### src/rtl/lifo_stack.sv
// Hardware LIFO stack with registered top-of-stack, full/empty/count status.
// Ports: clk, resetN (sync, active-low), push, pop, data_in, data_out, full,
// empty, count; with `define STACK_ERR_EN also overflow, underflow, err_clr.
module lifo_stack #(
  parameter int WIDTH = 8,
  parameter int DEPTH = 16,
  parameter int AW    = 4
) (
  input  logic             clk,
  input  logic             resetN,
  input  logic             push,
  input  logic             pop,
  input  logic [WIDTH-1:0] data_in,
  output logic [WIDTH-1:0] data_out,
  output logic             full,
  output logic             empty,
  output logic [AW:0]      count
`ifdef STACK_ERR_EN
  ,
  output logic             overflow,
  output logic             underflow,
  input  logic             err_clr
`endif
);

  localparam logic [AW:0] SP_ONE = (AW+1)'(1);
  localparam logic [AW:0] SP_TWO = (AW+1)'(2);
  localparam logic [AW:0] SP_MAX = (AW+1)'(DEPTH);

  logic [WIDTH-1:0] mem [DEPTH];
  logic [AW:0]      sp;
  logic [AW:0]      sp_nxt;
  logic [WIDTH-1:0] dout_nxt;
  logic             wr_en;
  logic [AW-1:0]    wr_idx;
  logic [AW-1:0]    rd_idx;

  // Entry that becomes the new top after a pop.
  assign rd_idx = AW'(sp - SP_TWO);
  assign count  = sp;

  always_comb begin
    sp_nxt   = sp;
    dout_nxt = data_out;
    wr_en    = 1'b0;
    wr_idx   = AW'(sp);
    case ({push, pop})
      2'b10: begin
        if (!full) begin
          wr_en    = 1'b1;
          sp_nxt   = sp + SP_ONE;
          dout_nxt = data_in;
        end
      end
      2'b01: begin
        if (!empty) begin
          sp_nxt   = sp - SP_ONE;
          dout_nxt = (sp >= SP_TWO) ? mem[rd_idx] : '0;
        end
      end
      2'b11: begin
        // Replace top; on an empty stack this degenerates to a push.
        wr_en    = 1'b1;
        dout_nxt = data_in;
        if (empty) sp_nxt = sp + SP_ONE;
        else       wr_idx = AW'(sp - SP_ONE);
      end
      default: ;
    endcase
  end

  always_ff @(posedge clk) begin
    if (!resetN) begin
      sp       <= '0;
      data_out <= '0;
      full     <= 1'b0;
      empty    <= 1'b1;
    end else begin
      sp       <= sp_nxt;
      data_out <= dout_nxt;
      full     <= (sp_nxt == SP_MAX);
      empty    <= (sp_nxt == '0);
    end
  end

  // Storage is not reset; sp alone defines what is valid.
  always_ff @(posedge clk) begin
    if (resetN && wr_en) mem[wr_idx] <= data_in;
  end

`ifdef STACK_ERR_EN
  logic ovf_set;
  logic unf_set;

  assign ovf_set = push & ~pop & full;
  assign unf_set = pop & empty;

  // A new error in the same edge as err_clr leaves the flag set.
  always_ff @(posedge clk) begin
    if (!resetN) begin
      overflow  <= 1'b0;
      underflow <= 1'b0;
    end else begin
      overflow  <= (overflow & ~err_clr) | ovf_set;
      underflow <= (underflow & ~err_clr) | unf_set;
    end
  end
`endif

endmodule

### config.mk
export PLATFORM = sky130hd
export DESIGN_NAME = lifo_stack
export DESIGN_NICKNAME = d
export VERILOG_FILES = /design/src/rtl/lifo_stack.sv
export SDC_FILE = /design/constraint.sdc
export NUM_CORES = 1
export LEC_CHECK = 0
export BUFFER_PORTS_ARGS = -buffer_cell sky130_fd_sc_hd__buf_2
export CORE_ASPECT_RATIO = 0.7
export CORE_UTILIZATION = 55
export DETAILED_ROUTE_END_ITERATION = 10
export GPL_TIMING_DRIVEN = 0
export PLACE_DENSITY = 0.74
export SETUP_SLACK_MARGIN = 0.5
export SYNTH_ARGS = -nofsm -noshare
export SYNTH_HDL_FRONTEND = slang
export SYNTH_SLANG_ARGS = --single-unit
export TNS_END_PERCENT = 50
### constraint.sdc
create_clock -name clk -period 2.6 [get_ports clk]
set_input_delay 0.39 -clock clk [delete_from_list [all_inputs] [get_ports clk]]
set_output_delay 0.39 -clock clk [all_outputs]
set_load 0.02 [all_outputs]
==> impl_metrics.py <==
metrics = {
    "critical_path": {
        "required_ns": 2.78,
        "cp_slowest_cell": "or3_4",
        "cp_top_family": "compound AO/OA/AOI/OAI gates",
        "crit_path_max_incr_delay_ns": 0.38,
        "critPathBufInv": 4,
        "worstPathMaxFanout": 8,
        "critPathKind": "reg2reg",
        "arrival_ns": 2.55,
        "cp_cell_sequence": "clkbuf_16, inv_16, ha_4, a21bo_4, or3_4, a41o_1, a22oi_2, buf_6, nor2_4, buf_12",
        "cp-end-kind": "register",
        "cp-start-kind": "register",
        "r2r_slack_ns": 0.23,
    },
    "power": {
        "power_density_mw_per_mm2": 975,
        "leakage_uw": 0.00276,
        "vdd_drop_max_v": 0.000566,
    },
    "drt": {
        "ant_nets": 0,
        "avgRoutedWirePerCell_um": 23.1,
        "routed-via-count": 3982,
        "viasPerCell": 6.25,
        "finalWirelength_um": 14700,
        "firstDrtPassIters": 5,
        "drc": 0,
        "drt_iter0_markers": 516,
    },
    "outcome": {
        "status": "complete, no violations",
    },
    "flow_run": {
        "drv_cap": 0,
    },
    "synth": {
        "ys_ff_latch": 143,
        "syn_area_mm2": 0.00625,
        "synth_cell_types": 50,
        "yosys_warnings": 0,
        "synth_ff_type": "edfxtp_1",
        "seq_area_frac_synth_pct": 66.3,
        "syn_inst": 398,
        "avgSynthCellArea_um2": 15.7,
        "yosys.area.top_type": "edfxtp_1",
        "synth_most_common_cell": "edfxtp_1",
        "syn-num-nets": 416,
        "synth-edff-count": 128,
        "async_flop_share_pct": 0,
        "synthTopCellsByCount": "128 x edfxtp_1, 49 x mux2i_1, 22 x nor2_1",
        "ys_top_cells_by_area": "edfxtp_1 61%, mux2i_1 7.8%, mux4_2 5.8%",
        "yosysTopAreaCellShare_pct": 61.5,
    },
    "sta": {
        "fin_skew_ns": 0.00980,
        "min_period_over_period_pct": 91.2,
        "rsz0062_at_grt": "yes",
        "setup_tns_ns": 0,
        "maxSlewViolCount": 0,
        "hold_viol": 0,
        "fin_crit_ns": 2.37,
        "setup_slack_ns": 0.229,
        "slew_headroom_pct": 62.3,
        "clock.fmax_mhz": 422,
        "setup_violations": 0,
        "tightest_slew_ns": 0.562,
    },
    "die": {
        "die_h_um": 91.2,
        "dieArea_mm2": 0.0118,
        "start_util_pct": 56.6,
        "io_pins": 27,
        "rows": 32,
        "die_w_um": 129,
        "coreArea_mm2": 0.0111,
    },
    "global_route": {
        "grt_max_degree": 19,
        "grt_pass1_vias": 3796,
        "track_usage_pct": 26.6,
        "grt_pass1_wl_um": 21800,
        "grt-ovfl-total": 0,
        "antenna_found_initial": 0,
    },
    "final_layout": {
        "final_nets": 489,
        "area_growth_pct": 27.1,
        "stdcell_area_mm2": 0.00795,
        "drive_above_1_share_pct": 35.3,
        "final_util_pct": 72.0,
        "n_antenna_cell": 0,
    },
    "clock_network": {
        "cts_buffers": 17,
        "clk_pin_slew_ns": 0.06,
        "clock-root-buffer": "clkbuf_16",
        "cts_hold_buf": 0,
        "clk_latency_ns": 0.42,
        "cts_htree_levels": 4,
        "cts_tree": "yes",
        "cts_buffer_depth": 2,
        "clock_sinks": 143,
    },
    "placement": {
        "gp_congestion": 0.840,
        "place_area_mm2": 0.00673,
        "place_hpwl_um": 9210,
        "pre_cts_ws_ns": -0.0306,
        "port_buffers": 26,
    },
    "hold_path": {
        "hold_path.class": "in2reg",
    },
}
-- timing repair --
action	4_1_cts	5_1_grt
resized for setup	58	8
buffers inserted	26	2
pin swaps	23	11
endpoints found under the setup margin	139	141
gates cloned	0	0
-- layer usage --
| layer | wire (um) | vias up | global-route usage [%] |
|---|---|---|---|
| li1 | - | 1735 | - |
| met1 | 6460 | 2000 | 38.5 |
| met2 | 6780 | 218 | 39.5 |
| met3 | 1200 | 29 | 6.01 |
| met4 | 259 | 0 | 10.1 |
| met5 | 0 | - | 0 |
-- registers in the layout, indices dropped and copies added (netlist names) --
register  count
mem         128
data_out      8
count         5
empty         1
full          1
-- area by class of cell --
| cell class | instances | area, um^2 |
|---|---|---|
| plain buffers | 22 | 205 |
| clock buffers | 17 | 425 |
| clock inverters | 15 | 158 |
| fillers | 687 | 3100 |
| inverters | 6 | 46.3 |
| multi-input cells | 227 | 2260 |
| flip-flops and latches | 143 | 4150 |
| well taps | 153 | 191 |
| repair buffers | 54 | 514 |
-- report_power, final --
group | total [uW] | internal (uW) | switching [uW] | leakage, uW
Sequential | 2680 | 2630 | 54.6 | 0.00128
Combinational | 2680 | 1200 | 1480 | 0.00121
Clock | 2390 | 1420 | 966 | 0.000274
Total | 7750 | 5250 | 2500 | 0.00276
-- worst paths after layout --
check	startpoint	end	cells past startpoint
setup / recovery	count[1]	mem[7][0]	10
hold reg to reg	data_out[3]	data_out[3]	1
setup reg to reg	count[1]	mem[7][0]	10
hold / removal	resetN	count[0]	2
-- layout by cell type, fill, tap and decap left out, drive strengths merged, types with 8 or more instances in the layout --
master,count
a22oi,18
dfxtp,15
mux4,16
clkbuf,23
buf,70
nand3,8
nand2,8
edfxtp,128
a2bb2oi,8
nor2,22
mux2i,49
a31oi,8
inv,11
o211a,9
o21ai,14
-- logic make-up (layout without fill, tap and decap cells) --
group                    count (synthesis)  after routing  synth area share, %
AND/OR/NAND/NOR                         73             73                 6.60
flip-flops                             143            143                 66.3
AO/OA/AOI/OAI                           77             77                 9.32
adder cells (fa/ha/maj)                  6              6                 1.20
buffers and inverters                   28            114                 2.14
XOR/XNOR                                 5              5                0.700
multiplexers                            66             66                 13.8
-- worst reg2reg max path: cells and delay by family (launching register included) --
| family | cells | cell delay (ns) |
|---|---|---|
| adders and majority gates | 1 | 0.12 |
| buffers and inverters | 4 | 0.53 |
| and+or+nand+nor | 2 | 0.42 |
| DFF | 1 | 0.35 |
| AOI/OAI and AO/OA | 3 | 0.73 |
-- through the flow --
step | cells | power, uW | hold WS, ns
floorplan | 398 | 4250 | 0.489
global placement | 577 | 4770 | 0.475
detailed placement | 577 | 4810 | 0.485
CTS | 635 | 7650 | 0.268
global route | 637 | 8000 | 0.287
finish | 637 | 7750 | 0.284
No activity file was read; power rests on OpenSTA's default activity.
